### src/rtl/decode_stage.sv
// Registered RV32I(+M/SYSTEM) decode stage with a valid/ready handshake, optional
// two-entry skid buffer, flush, strict legality checks and a saturating illegal counter.
package decode_pkg;
  typedef struct packed {
    logic [31:0] pc;
    logic [31:0] imm;
    logic [3:0]  alu_op;
    logic [4:0]  rd_addr;
    logic [4:0]  rs1_addr;
    logic [4:0]  rs2_addr;
    logic        rs1_pc;
    logic        rs2_imm;
    logic        branch;
    logic        jump;
    logic        loadstore;
    logic        load_zeroextend;
    logic        inst_invalid;
  } instruction_t;

  typedef struct packed {
    instruction_t ins;
    logic         muldiv;
    logic [1:0]   sys_op;
  } beat_t;
endpackage

module decode_stage
  import decode_pkg::*;
#(
  parameter int ENABLE_M      = 0,
  parameter int ENABLE_SYSTEM = 0,
  parameter int STRICT        = 1,
  parameter int SKID_BUFFER   = 1,
  parameter int CNT_W         = 16
) (
  input  logic             i_clk,
  input  logic             i_rst,
  input  logic [31:0]      i_instr,
  input  logic [31:0]      i_pc,
  input  logic             i_valid,
  output logic             o_ready,
  input  logic             i_flush,
  output logic             o_valid,
  input  logic             i_ready,
  output instruction_t     o_out,
  output logic             o_is_muldiv,
  output logic [1:0]       o_sys_op,
  output logic [CNT_W-1:0] o_illegal_count
);

  function automatic logic [CNT_W-1:0] sat_inc(input logic [CNT_W-1:0] v);
    return (v == {CNT_W{1'b1}}) ? v : v + CNT_W'(1);
  endfunction

  beat_t            dec_p0;
  beat_t            out_q, out_d, skid_q, skid_d;
  logic             out_vld_q, out_vld_d, skid_vld_q, skid_vld_d, rdy_q, rdy_d;
  logic [CNT_W-1:0] cnt_q, cnt_d;
  logic             in_xfer, out_xfer, ill;
  logic [6:0]       opc, f7;
  logic [2:0]       f3;
  logic [31:0]      imm_i, imm_s, imm_b, imm_u, imm_j;

  assign opc   = i_instr[6:0];
  assign f3    = i_instr[14:12];
  assign f7    = i_instr[31:25];
  assign imm_i = {{20{i_instr[31]}}, i_instr[31:20]};
  assign imm_s = {{20{i_instr[31]}}, i_instr[31:25], i_instr[11:7]};
  assign imm_b = {{19{i_instr[31]}}, i_instr[31], i_instr[7], i_instr[30:25], i_instr[11:8], 1'b0};
  assign imm_u = {i_instr[31:12], 12'b0};
  assign imm_j = {{11{i_instr[31]}}, i_instr[31], i_instr[19:12], i_instr[20], i_instr[30:21], 1'b0};

  // Stage 0: combinational decode of the incoming word
  always_comb begin
    dec_p0              = '0;
    ill                 = 1'b0;
    dec_p0.ins.pc       = i_pc;
    dec_p0.ins.rd_addr  = i_instr[11:7];
    dec_p0.ins.rs1_addr = i_instr[19:15];
    dec_p0.ins.rs2_addr = i_instr[24:20];
    case (opc)
      7'b0110111: begin
        dec_p0.ins.rs1_addr = 5'd0;
        dec_p0.ins.rs2_imm  = 1'b1;
        dec_p0.ins.imm      = imm_u;
      end
      7'b0010111: begin
        dec_p0.ins.rs1_pc  = 1'b1;
        dec_p0.ins.rs2_imm = 1'b1;
        dec_p0.ins.imm     = imm_u;
      end
      7'b1101111: begin
        dec_p0.ins.jump    = 1'b1;
        dec_p0.ins.rs1_pc  = 1'b1;
        dec_p0.ins.rs2_imm = 1'b1;
        dec_p0.ins.imm     = imm_j;
      end
      7'b1100111: begin
        dec_p0.ins.jump    = 1'b1;
        dec_p0.ins.rs2_imm = 1'b1;
        dec_p0.ins.imm     = imm_i;
        ill = (STRICT != 0) && (f3 != 3'd0);
      end
      7'b1100011: begin
        dec_p0.ins.branch  = 1'b1;
        dec_p0.ins.rd_addr = 5'd0;
        dec_p0.ins.imm     = imm_b;
        dec_p0.ins.alu_op  = {1'b0, f3};
        ill = (STRICT != 0) && (f3[2:1] == 2'b01);
      end
      7'b0000011: begin
        dec_p0.ins.loadstore       = 1'b1;
        dec_p0.ins.rs2_imm         = 1'b1;
        dec_p0.ins.imm             = imm_i;
        dec_p0.ins.load_zeroextend = f3[2];
        ill = (STRICT != 0) && (f3 == 3'd3 || f3 == 3'd6 || f3 == 3'd7);
      end
      7'b0100011: begin
        dec_p0.ins.loadstore = 1'b1;
        dec_p0.ins.rs2_imm   = 1'b1;
        dec_p0.ins.rd_addr   = 5'd0;
        dec_p0.ins.imm       = imm_s;
        ill = (STRICT != 0) && (f3 >= 3'd3);
      end
      7'b0010011: begin
        dec_p0.ins.rs2_imm = 1'b1;
        dec_p0.ins.imm     = imm_i;
        // bit 30 selects SRAI only for the right-shift group; elsewhere it is immediate data
        dec_p0.ins.alu_op  = (f3 == 3'd5) ? {f7[5], f3} : {1'b0, f3};
        ill = (STRICT != 0) &&
              (((f3 == 3'd1) && (f7 != 7'd0)) ||
               ((f3 == 3'd5) && (f7 != 7'd0) && (f7 != 7'b0100000)));
      end
      7'b0110011: begin
        if (f7 == 7'b0000001) begin
          dec_p0.muldiv     = (ENABLE_M != 0);
          dec_p0.ins.alu_op = {1'b0, f3};
          ill = (ENABLE_M == 0);
        end else begin
          dec_p0.ins.alu_op = {f7[5], f3};
          ill = (STRICT != 0) &&
                !((f7 == 7'd0) || ((f7 == 7'b0100000) && (f3 == 3'd0 || f3 == 3'd5)));
        end
      end
      7'b0001111: begin
        dec_p0.ins.rd_addr = 5'd0;
        dec_p0.ins.imm     = imm_i;
        dec_p0.sys_op      = 2'b11;
        ill = (ENABLE_SYSTEM == 0);
      end
      7'b1110011: begin
        dec_p0.ins.rd_addr = 5'd0;
        dec_p0.ins.imm     = imm_i;
        if (STRICT == 0)                  dec_p0.sys_op = i_instr[20] ? 2'b10 : 2'b01;
        else if (i_instr == 32'h00000073) dec_p0.sys_op = 2'b01;
        else if (i_instr == 32'h00100073) dec_p0.sys_op = 2'b10;
        else                              ill = 1'b1;
        if (ENABLE_SYSTEM == 0) ill = 1'b1;
      end
      default: ill = 1'b1;
    endcase
    if (ill) begin
      dec_p0.ins.inst_invalid = 1'b1;
      dec_p0.ins.rd_addr      = 5'd0;
      dec_p0.ins.loadstore    = 1'b0;
      dec_p0.ins.branch       = 1'b0;
      dec_p0.ins.jump         = 1'b0;
      dec_p0.muldiv           = 1'b0;
      dec_p0.sys_op           = 2'b00;
    end
  end

  assign o_ready  = (SKID_BUFFER != 0) ? rdy_q : (!out_vld_q || i_ready);
  assign in_xfer  = i_valid && o_ready;
  assign out_xfer = out_vld_q && i_ready;

  // Stage 1: output register plus skid entry
  always_comb begin
    out_d      = out_q;
    out_vld_d  = out_vld_q;
    skid_d     = skid_q;
    skid_vld_d = skid_vld_q;
    rdy_d      = rdy_q;
    cnt_d      = cnt_q;
    if (i_flush) begin
      out_vld_d  = 1'b0;
      skid_vld_d = 1'b0;
      rdy_d      = 1'b1;
    end else begin
      if (out_xfer && out_q.ins.inst_invalid) cnt_d = sat_inc(cnt_q);
      if (SKID_BUFFER != 0) begin
        if (!out_vld_q || i_ready) begin
          if (skid_vld_q) begin
            out_d      = skid_q;
            out_vld_d  = 1'b1;
            skid_vld_d = in_xfer;
            if (in_xfer) skid_d = dec_p0;
          end else begin
            out_vld_d = in_xfer;
            if (in_xfer) out_d = dec_p0;
          end
        end else if (in_xfer) begin
          skid_d     = dec_p0;
          skid_vld_d = 1'b1;
        end
        rdy_d = !skid_vld_d;
      end else begin
        if (in_xfer) begin
          out_d     = dec_p0;
          out_vld_d = 1'b1;
        end else if (out_xfer) begin
          out_vld_d = 1'b0;
        end
      end
    end
  end

  always_ff @(posedge i_clk) begin
    if (i_rst) begin
      out_q      <= '0;
      out_vld_q  <= 1'b0;
      skid_vld_q <= 1'b0;
      rdy_q      <= 1'b1;
      cnt_q      <= '0;
    end else begin
      out_q      <= out_d;
      out_vld_q  <= out_vld_d;
      skid_vld_q <= skid_vld_d;
      rdy_q      <= rdy_d;
      cnt_q      <= cnt_d;
    end
    skid_q <= skid_d;
  end

  assign o_valid         = out_vld_q;
  assign o_out           = out_q.ins;
  assign o_is_muldiv     = out_q.muldiv;
  assign o_sys_op        = out_q.sys_op;
  assign o_illegal_count = cnt_q;

endmodule

### config.mk
export PLATFORM = sky130hd
export DESIGN_NAME = decode_stage
export DESIGN_NICKNAME = d
export VERILOG_FILES = /design/src/rtl/decode_stage.sv
export SDC_FILE = /design/constraint.sdc
export NUM_CORES = 1
export LEC_CHECK = 0
export ABC_CLOCK_PERIOD_IN_PS = 20200
export CORE_MARGIN = 3
export CORE_UTILIZATION = 50
export CTS_CLUSTER_SIZE = 28
export DETAILED_ROUTE_END_ITERATION = 10
export PLACE_DENSITY = 0.82
export SETUP_SLACK_MARGIN = 0.15
export SLEW_MARGIN = 20
export SYNTH_ARGS = -nofsm -noshare
export SYNTH_HDL_FRONTEND = slang
export SYNTH_SLANG_ARGS = --single-unit
### constraint.sdc
create_clock -name i_clk -period 20.2 [get_ports i_clk]
set_input_delay 3.03 -clock i_clk [delete_from_list [all_inputs] [get_ports i_clk]]
set_output_delay 3.03 -clock i_clk [all_outputs]
set_load 0.005 [all_outputs]
# Word level (Yosys, flattened, before mapping)
# Cells that the tools add are included.
[totals] ff_bits=205 in_bits=69 out_inout_bits=111 elab_cells=125
[op_classes] add_sub_neg=1 n_lt_le_gt_ge=1 n_eq_ne=24 n_mux=30 bitwise=2 n_reduce_logical=33
[ops] operator="2-to-1 mux 93 bit" n=5
[ops] operator="one-hot mux 32 bit (5 select lines)" n=1
[ops] operator="== test 32 x 21 -> 1 bit, second input constant" n=1
[ops] operator="== test 32 x 7 -> 1 bit, second input constant" n=1
[ops] operator="== test 7 x 6 -> 1 bit, second input constant" n=4
[ops] operator="== test 7 bit, second input constant" n=4
[ops] operator="adder 16 x 1 -> 16 bit, second input constant" n=1
[ops] operator="== test 16 bit, second input constant" n=1
[ops] operator="2-to-1 mux 5 bit" n=3
[ops] operator="== test 7 x 5 -> 1 bit, second input constant" n=2
[ops] operator="2-to-1 mux 1 bit" n=12
[ops] operator="2-to-1 mux 4 bit" n=3
[ops] operator="one-hot mux 4 bit (3 select lines)" n=1
[ops] operator="OR reduction 2 bit" n=5
[ops] operator="== test 3 bit, second input constant" n=3
[ops] operator="== test 7 x 1 -> 1 bit, second input constant" n=1
[ops] operator="== test 7 x 2 -> 1 bit, second input constant" n=1
[ops] operator="== test 7 x 4 -> 1 bit, second input constant" n=1
[ops] operator="logical AND 1 bit" n=7
[ops] operator="zero test 7 bit" n=1
[ops] operator="!= test 7 x 6 -> 1 bit, second input constant" n=1
[ops] operator="one-hot mux 1 bit (7 select lines)" n=1
[ops] operator="nonzero test 7 bit" n=1
[ops] operator="OR reduction 7 bit" n=1
[ops] operator="other kinds (19)" n=29

# Depth between registers and ports, before layout
# Gate-level depths: netlist of run 1.
[depth] ltp_word=11 mapped_depth=9 ltp_nobuf=7

# Worst setup path after synthesis of run 1
# OpenSTA, ideal clock, no wires.
[synth_timing] kind="input -> register" startpoint="input port i_ready" endpoint="register skid_q[0] (netlist name) (enable)" setup_time_ns=0.657 arrival_time_ns=9.572 t_required_ns=19.543 setup_slack_ns=9.972 path_stages=3 n_path_buf=0 path_cell_list="nor2b_1 > nor2_1 > nor3_1"
[synth_between] elab_chain_len=3
[synth_lines] item="start: declaration" line_no="44" source="input logic i_ready,"
[synth_lines] item="logical OR 1 bit" line_no="192" source="if (!out_vld_q || i_ready) begin"
[synth_lines] item="!= test 2 bit (no source line)"
[synth_lines] item="AND reduction 2 bit (no source line)"
[synth_lines] item="end signal: assignment" line_no="232" source="skid_q <= skid_d;"
[synth_lines] item="end: declaration" line_no="56" source="beat_t out_q, out_d, skid_q, skid_d;"
# No other way between the ends.
# A chain may end at the register's enable or synchronous reset.

# Worst setup path in the final report of run 1
[layout_timing] startpoint="input port i_instr[4]" endpoint="register out_q, in the netlist o_out[52]"
[layout_between] elab_chain_len=5 word_cells_on_any_way=15 cone_classes="eq/ne (10); mux (3); reduce/logical (2)"
[layout_lines] item="start: declaration" line_no="38" source="input logic [31:0] i_instr,"
[layout_lines] item="== test 7 bit, or another cell as far along" line_no="81" source="case (opc)"
[layout_lines] item="OR reduction 5 bit (no source line) / OR reduction 2 bit (equally long branches)"
[layout_lines] item="one-hot mux 32 bit (5 select lines) *" line_no="81"
[layout_lines] item="2-to-1 mux 93 bit *" line_no="200" source="if (in_xfer) out_d = dec_p0;"
[layout_lines] item="2-to-1 mux 93 bit *" line_no="193" source="if (skid_vld_q) begin"
[layout_lines] item="end signal: assignment" line_no="226" source="out_q <= out_d;"
[layout_lines] item="end: declaration" line_no="56"
# Mark *: on every way between the ends. The rest lies on a longest branch, timed or not. The select of a mux whose other input is x is not followed.

==> results of run 1 <==
[state kept, by name, indices dropped and copies added, names as in the netlist]
name             cells
o_ready              1
o_valid              1
o_illegal_count     16
skid_vld_q           1
o_sys_op             2
o_out               90
skid_q              92
[final timing paths]
| kind | endpoint | slack (ns) | cells past startpoint |
|---|---|---|---|
| max | o_out[52]$_SDFFE_PP0P_ | 14.50 | 7 |
| min | o_out[29]$_SDFFE_PP0P_ | 0.45 | 2 |
| max reg2reg | o_out[37]$_SDFFE_PP0P_ | 17.38 | 5 |
| min reg2reg | o_out[29]$_SDFFE_PP0P_ | 0.45 | 2 |
[power breakdown]
group	internal [W]	switching (W)
combinational	0.0000406	0.0000400
clock	0.000247	0.000161
sequential	0.000439	0.00000560
[area by class of cell]
cell class | count | area (sq um) | share of cell area
inverter | 31 | 116.4 | 0.01037
clock buffer | 29 | 670.6 | 0.05975
sequential | 203 | 4989 | 0.4444
tap | 220 | 275.3 | 0.02452
clock inverter | 11 | 85.08 | 0.007580
multi-input combinational | 517 | 3264 | 0.2908
timing repair buffer | 184 | 1824 | 0.1625
[metal layers]
metal	up-vias	GRT usage	part of all wire
met5	-	0.005556	0
met4	0	0.06042	0.024
met3	38	0.04529	0.071
met2	239	0.3511	0.47
met1	3176	0.3144	0.44
li1	3279	-	-
[cells by family after synthesis]
kind of cell,after synthesis,synth area share
buffers and inverters,95,0.04808
other,1,0.0004341
DFF,203,0.5770
AOI/OAI and AO/OA,171,0.1422
and+or+nand+nor,282,0.1636
xor gates and xnor gates,16,0.01622
muxes,43,0.04982
adders and majority gates,2,0.002607
[cells in the final DEF, fill, tap and decap left out, types with 5 or more instances in the layout]
cell type,count
clkdlybuf4s50_1,177
dfxtp_1,110
edfxtp_1,92
nor2_1,86
nand2_1,75
a21oi_1,51
a211oi_1,43
mux2i_1,43
inv_1,30
clkbuf_16,25
and2_1,16
o21ai_0,14
nand3_1,13
xor2_1,13
nand4_1,13
nor3_1,13
a221o_1,11
nor2b_1,10
a311oi_1,9
o221ai_1,8
nand2b_1,7
nand4b_1,7
a221oi_1,7
clkinv_2,7
buf_4,7
nand3b_1,5
and3_2,5
[stage by stage]
step,hold slack [ns],std cells,area (sq um),utilization
3_5_place_dp,0.4508,1155,10460,0.6243
4_1_cts,0.4576,1195,11220,0.6694
5_1_grt,0.4806,1195,11220,0.6697
3_3_place_gp,0.4382,1155,10460,0.6243
6_report,0.4539,1195,11220,0.6697
2_1_floorplan,0.4483,815,8647,-
[worst max-delay path: stages]
cell             delay, ns
clkdlybuf4s50_1       0.93
and4bb_1              0.30
a211oi_1              0.38
or3_1                 0.39
nor2b_1               0.67
a221o_1               0.26
a21oi_1               0.07
[cell usage after synthesis, types with 4 or more instances]
cell type,instances,area share
a31oi_1,4,0.0029
nand3_1,13,0.0075
and2_1,16,0.012
a311oi_1,9,0.0091
mux2i_1,43,0.050
and3_2,5,0.0043
nor3b_1,4,0.0035
nand4b_1,7,0.0071
nand2_1,75,0.033
clkbuf_1,44,0.019
inv_1,30,0.013
and3_1,4,0.0029
buf_2,9,0.0052
nor4_1,5,0.0036
nand4_1,13,0.0094
edfxtp_1,92,0.32
nor3_1,15,0.0087
nand3b_1,5,0.0043
nand2b_1,7,0.0051
a211oi_1,43,0.037
buf_4,8,0.0070
a21oi_1,51,0.030
nor2_1,86,0.037
xor2_1,13,0.013
o21ai_0,14,0.0081
a32o_1,4,0.0046
nor2b_1,10,0.0072
or3_1,4,0.0029
a221oi_1,7,0.0071
a221o_1,11,0.013
dfxtp_1,111,0.26
o221ai_1,8,0.0081
==> run metrics, run 1 <==
Skew-Pair Late Insertion Delay approximately 0.49 ns; Layout area overhead 29.92%; # rows 47; PD cells between 80 and 90 mW/mm^2; Reg clk slew, reported paths about 0.060 ns; PnR worst setup slack between 10 and 15 ns; Post-CTS Resized 0; Fillers roughly 1300; via/cell ratio between 5 and 6; Syn Inst Count around 810; CTS buffer count 22; Async SR Flop Fraction 0; RePlAce Congestion 0.9034; Setup Skew between 0.01 and 0.015 ns; Critical Path RT slightly above 20 ns; Core Region roughly 0.017 sq mm; Final Hold Viols 0; fin crit share 0.2823; CTS H-tree lvls 1; Slew headroom 0.3533; GRT overflow 0; hold_buf cts 0; CTS Sinks around 200; hold_sp o_out[29]$_SDFFE_PP0P_; average size of a mapped cell approximately 11 sq um; drt pass-1 iters 5; Post-Syn Area approximately 0.0086 sq mm; post-route DRC violation count 0; first-pass GRT wire length roughly 34000 um; Synth warnings 0; ys flop type dfxtp_1; layout cell share with drive strength beyond 1 0.07077; initial antenna violation count 0; RSZ-0062 raised after global routing no; Yosys cell types 66; DR iter-0 viols around 490; DP Worst Slack 14.11 ns; max_cap viols 0; Die H ~140 um; Post-synth EDFFs a little over 90; Worst setup startpoint i_instr[4]; largest net degree at the start of global routing between 90 and 100; min cycle time layout between 5 and 6 ns; Fin Setup TNS 0 ns; Final Power between 0.0009 and 0.001 W; CTS root buffer clkbuf_16; initial cell density of the core 0.5155; worst min-delay path class reg -> reg; wirelength, routed between 20000 and 25000 um; vias ~6700; Peak Freq 175.4 MHz; drt wl/cell 17.74 um; post-route ant nets 0; Antenna diodes 0; CTS tree built; Worst setup EP type flip-flop; leak pwr just under 4 nW; PortBufs about 180; clock buffer depth 3; CP max FO 20; GR Util All Layers 0.2230; status finished, final reports clean; max-slew violation count 0; Yosys reg bits just over 200; number of global-route vias before repair about 6400; reg2reg start skid_vld_q$_SDFF_PP0_; # setup viols final 0; arrival time worst endpoint around 6.0 ns; post-synthesis sequential area ratio 0.5770; Worst-Margin Slew 0.9701 ns; Setup Buffers After CTS 0; Die Span X 137.5 um; # nets final approximately 1000; Setup CP Type in -> reg; die area around 0.019 sq mm; CP Launch Type primary input; Max rail drop VDD roughly 0.075 mV; # IOs 180; hpwl dp 13830 um
Power figures use the tool's default switching activity.
==> run 2: changes to the inputs <==
--- a/config.mk
+++ b/config.mk
@@ -5,7 +5,7 @@
 export SDC_FILE = /design/constraint.sdc
 export NUM_CORES = 1
 export LEC_CHECK = 0
-export ABC_CLOCK_PERIOD_IN_PS = 20200
+export ABC_CLOCK_PERIOD_IN_PS = 5800
 export CORE_MARGIN = 3
 export CORE_UTILIZATION = 50
 export CTS_CLUSTER_SIZE = 28
==> constraint.sdc (replaced) <==
create_clock -name i_clk -period 5.8 [get_ports i_clk]
set_input_delay 0.87 -clock i_clk [delete_from_list [all_inputs] [get_ports i_clk]]
set_output_delay 0.87 -clock i_clk [all_outputs]
set_load 0.005 [all_outputs]
==> run 2 against run 1 <==
Net effect: die area did not move; register-to-register slack got worse by 14 ns; clock power grew to 3.5 times the previous value; cell count about the same; sequential power increased to 3.5 times the previous value; critical path type unchanged.
==> run metrics, run 2 (synthesis gave the netlist of run 1 again) <==
most frequent cells in the layout 177 x clkdlybuf4s50_1, 110 x dfxtp_1, 92 x edfxtp_1, 86 x nor2_1, 75 x nand2_1; Core Region 0.01676 sq mm; GRT met2 Usage 0.3604; GRT overflow 0; CTS root buffer clkbuf_16; Post-Layout Inst Area roughly 0.011 sq mm; # rows 47; DR iter-0 viols between 400 and 500; Setup CP Type in -> reg; Max rail drop VDD 0.2449 mV; CTS H-tree lvls 1; first-pass GRT wire length about 34000 um; Biggest register skid_q; Layout area overhead 30.17%; GR Layer Usage met1 0.2961; number of flip-flops in the largest register 92; GR Util All Layers 0.2199; met3 Usage GRT 0.05040; max-slew violation count 0; via/cell ratio between 5 and 6; post-route ant nets 0; vias about 6800; PortBufs approximately 180; drt pass-1 iters 5; Final Power approximately 0.0033 W; # IOs 180; Reg clk slew, reported paths 0.06 ns; status finished, final reports clean; die area around 0.019 sq mm; post-route DRC violation count 0; non-filler cells in the finished layout about 1200; Worst setup EP type flip-flop; Final Hold Viols 0; Die Span X ~140 um; hpwl dp about 14000 um; fin crit share 0.5837; PD cells just under 300 mW/mm^2; CTS buffer count 22; CTS Sinks just over 200; r2r worst-path depth 6; Worst-Margin Slew 1.101 ns; Peak Freq between 200 and 300 MHz; commonest non-fill, non-tap cell in the layout clkdlybuf4s50_1; CP max FO 20; drt wl/cell between 15 and 20 um; leak pwr 3.907 nW; initial cell density of the core 0.5155; hold_buf cts 0; Die H 137.5 um; slowest stage delay, CP 0.91 ns; Critical Path RT approximately 6.2 ns; number of global-route vias before repair 6555; Antenna diodes 0; hold depth 2; Slew headroom 0.2590; dpl cells around 1200; Setup Skew ~0.012 ns; slowest library cell on the worst path clkdlybuf4s50_1; GR peak layer met2; clock buffer depth 3; Skew-Pair Late Insertion Delay approximately 0.50 ns; RePlAce Congestion just under 0.9; worst min-delay path class reg -> reg; CP cell instances clkdlybuf4s50_1 -> and4bb_1 -> a211oi_1 -> or3_1 -> nor2b_1 -> a221o_1 -> a21oi_1; largest net degree at the start of global routing 96; min cycle time layout roughly 3.4 ns; Post-CTS Resized 0; CP Launch Type primary input; # nets final between 1000 and 1500; max_cap viols 0; RSZ-0062 raised after global routing no; wirelength, routed 21370 um; arrival time worst endpoint between 3 and 4 ns; layout cell share with drive strength beyond 1 0.06352; CTS tree built; placed cell area ~0.010 sq mm; # setup viols final 0; Setup Buffers After CTS 0; initial antenna violation count 0; Fin Setup TNS 0 ns
## run 2: per-layer routing
metal  share of wire  vias up  routed length, um
met2            0.48      238              10220
met4           0.021        0                448
met5               0        -                  0
met1            0.43     3245               9187
li1                -     3265                  -
met3           0.071       34               1514
## run 2: final timing paths
path,slack (ns),to,from
worst max register to register,2.91,o_out[37]$_SDFFE_PP0P_,skid_vld_q$_SDFF_PP0_
worst min-delay path,0.46,o_sys_op[0]$_SDFFE_PP0P_,o_sys_op[0]$_SDFFE_PP0P_
worst min register to register,0.46,o_sys_op[0]$_SDFFE_PP0P_,o_sys_op[0]$_SDFFE_PP0P_
worst max-delay path,2.41,o_out[48]$_SDFFE_PP0P_,i_instr[4]
## run 2: layout make-up
class	instances	area (sq um)
Clock inverter	8	120.1
Sequential cell	203	4989
Multi-Input combinational cell	517	3264
Inverter	31	116.4
Fill cell	1329	5514
Timing Repair Buffer	185	1852
Tap cell	220	275.3
Clock buffer	32	629.4
## run 2: per-stage QoR
stage	setup slack (ns)	hold slack (ns)	util
final	2.414	0.4557	0.6710
after global routing	2.091	0.4814	0.6710
after CTS	2.460	0.4577	0.6701
after detailed placement	1.925	0.4487	0.6254
after global placement	2.020	0.4397	0.6254
after floorplan	0.5804	0.4483	-
## run 2: where the power goes
part / switching (W) / internal [W] / total, W
Sequential: 0.0000202 / 0.00153 / 0.00155
Combinational: 0.000140 / 0.000142 / 0.000282
Clock: 0.000556 / 0.000888 / 0.00144
Total: 0.000716 / 0.00256 / 0.00327
## run 2: worst max-delay path, delay by kind of cell
family                 cells  cell delay, ns
AO/OA/AOI/OAI              3            0.65
AND/OR/NAND/NOR            3            1.31
buffers and inverters      1            0.91
==> run 3: changes to the inputs <==
--- a/config.mk
+++ b/config.mk
@@ -5,7 +5,7 @@
 export SDC_FILE = /design/constraint.sdc
 export NUM_CORES = 1
 export LEC_CHECK = 0
-export ABC_CLOCK_PERIOD_IN_PS = 5800
+export ABC_CLOCK_PERIOD_IN_PS = 3400
 export CORE_MARGIN = 3
 export CORE_UTILIZATION = 50
 export CTS_CLUSTER_SIZE = 28
==> constraint.sdc (replaced) <==
create_clock -name i_clk -period 3.4 [get_ports i_clk]
set_input_delay 0.51 -clock i_clk [delete_from_list [all_inputs] [get_ports i_clk]]
set_output_delay 0.51 -clock i_clk [all_outputs]
set_load 0.005 [all_outputs]
==> run 3 against run 2 <==
Net effect: global-route usage grew 1.0 points; sequential share of layout area shrank 0.55 points; register-to-register slack lost 1.6 ns; combinational power grew 76%; core utilization grew 0.84 points; critical endpoint is now o_out[53]$_SDFFE_PP0P_; largest cell class unchanged.
==> run metrics, run 3 (synthesis gave the netlist of run 1 again) <==
Final Hold Viols 0; Worst setup EP type flip-flop; GR Util All Layers 0.2300; # rows 47; number of flip-flops in the largest register a little over 90; # IOs 180; hold_ws about 0.45 ns; Peak Freq 374.3 MHz; DP Worst Slack 0.2692 ns; Worst-Margin Slew between 0.9 and 1 ns; Seq. cell area 0.004989 sq mm; largest net degree at the start of global routing approximately 100; CTS root buffer clkbuf_16; CTS tree built; Top delay family on crit path simple AND/OR/NAND/NOR gates; Fillers 1337; most frequent cells in the layout 177 x clkdlybuf4s50_1, 110 x dfxtp_1, 92 x edfxtp_1, 85 x nor2_1, 75 x nand2_1; Skew-Pair Late Insertion Delay around 0.50 ns; Max rail drop VDD 0.4446 mV; layout cell share with drive strength beyond 1 0.08451; die area 0.01889 sq mm; Layout area overhead 31.79%; PortBufs 178; CTS buffer count 22; post-route ant nets 0; Setup Buffers After CTS 0; min cycle time layout 2.672 ns; non-filler cells in the finished layout 1214; slowest stage delay, CP ~0.72 ns; max_cap viols 0; drt pass-1 iters 7; Setup CP Type in -> reg; GRT overflow 0; # nets final around 1000; leak pwr around 4.0 nW; Reg clk slew, reported paths roughly 0.060 ns; drt wl/cell 18.03 um; Slew headroom 0.3621; Post-CTS Resized 0; commonest non-fill, non-tap cell in the layout clkdlybuf4s50_1; via/cell ratio roughly 5.6; Core Region approximately 0.017 sq mm; # setup viols final 0; status finished, final reports clean; initial cell density of the core 0.5155; CP cell instances clkdlybuf4s50_1 -> and4bb_1 -> a211oi_1 -> or3_1 -> nor2b_1 -> a221o_1 -> a21oi_1; PnR worst setup slack 0.7282 ns; CP Launch Type primary input; worst min-delay path class reg -> reg; RSZ-0062 raised after global routing no; arrival time worst endpoint just over 3 ns; RePlAce Congestion about 0.9; PD cells around 490 mW/mm^2; DR iter-0 viols around 510; number of global-route vias before repair between 6000 and 7000; max-slew violation count 0; Critical Path RT 3.76 ns; first-pass GRT wire length 34910 um; vias a little under 7000; fin crit share 0.7858; Multi-input gate area roughly 0.0033 sq mm; initial antenna violation count 0; hpwl dp roughly 15000 um; CP max FO 12; post-route DRC violation count 0; CTS H-tree lvls 1; Buf/Inv on CP 1; Die H approximately 140 um; Biggest register skid_q; clock buffer depth 3; hold_buf cts 0; CTS Sinks slightly above 200; dpl cells 1174; Antenna diodes 0; Setup Skew around 0.0057 ns; Die Span X approximately 140 um; Fin Setup TNS 0 ns; wirelength, routed 21890 um; slowest library cell on the worst path clkdlybuf4s50_1
-- run 3: worst paths after layout --
path / startpoint / endpoint / slack, ns / cells after the start
max: i_instr[4] / o_out[53]$_SDFFE_PP0P_ / 0.73 / 7
min: o_out[51]$_SDFFE_PP0P_ / o_out[51]$_SDFFE_PP0P_ / 0.45 / 2
max reg2reg: o_illegal_count[8]$_SDFFE_PP0P_ / o_illegal_count[13]$_SDFFE_PP0P_ / 1.29 / 6
min reg2reg: o_out[51]$_SDFFE_PP0P_ / o_out[51]$_SDFFE_PP0P_ / 0.45 / 2
-- run 3: worst register-to-register path: stages (launching register included) --
cell	delay, ns
dfxtp_1	0.36
and4_1	0.25
and3_1	0.21
a211oi_1	0.69
nand4_1	0.23
xor2_1	0.18
nor2_1	0.06
-- run 3: metrics by stage --
stage          cell area, sq um  power, W  utilization
2_1_floorplan              8693  0.002914            -
3_3_place_gp              10650  0.003180       0.6352
3_5_place_dp              10650  0.003189       0.6352
4_1_cts                   11390  0.005616       0.6794
5_1_grt                   11390  0.005752       0.6794
6_report                  11390  0.005562       0.6794
-- run 3: per-layer routing --
| layer | wire length, um | GRT usage | up-vias |
|---|---|---|---|
| li1 | - | - | 3306 |
| met5 | 0 | 0 | - |
| met4 | 491 | 0.05931 | 0 |
| met3 | 1446 | 0.04638 | 33 |
| met2 | 10300 | 0.3720 | 221 |
| met1 | 9650 | 0.3177 | 3250 |
-- run 3: cell type report --
| class | instances | share of cell area |
|---|---|---|
| Clock buffer | 33 | 0.05648 |
| Sequential cell | 203 | 0.4381 |
| Inverter | 31 | 0.01022 |
| Timing Repair Buffer | 203 | 0.1749 |
| Clock inverter | 7 | 0.008462 |
| Tap cell | 220 | 0.02418 |
| Multi-Input combinational cell | 517 | 0.2876 |
-- run 3: power by group --
part | internal (W) | switching [W] | total (W)
clock network | 0.00147 | 0.000958 | 0.00243
logic | 0.000252 | 0.000244 | 0.000497
registers | 0.00261 | 0.0000328 | 0.00264
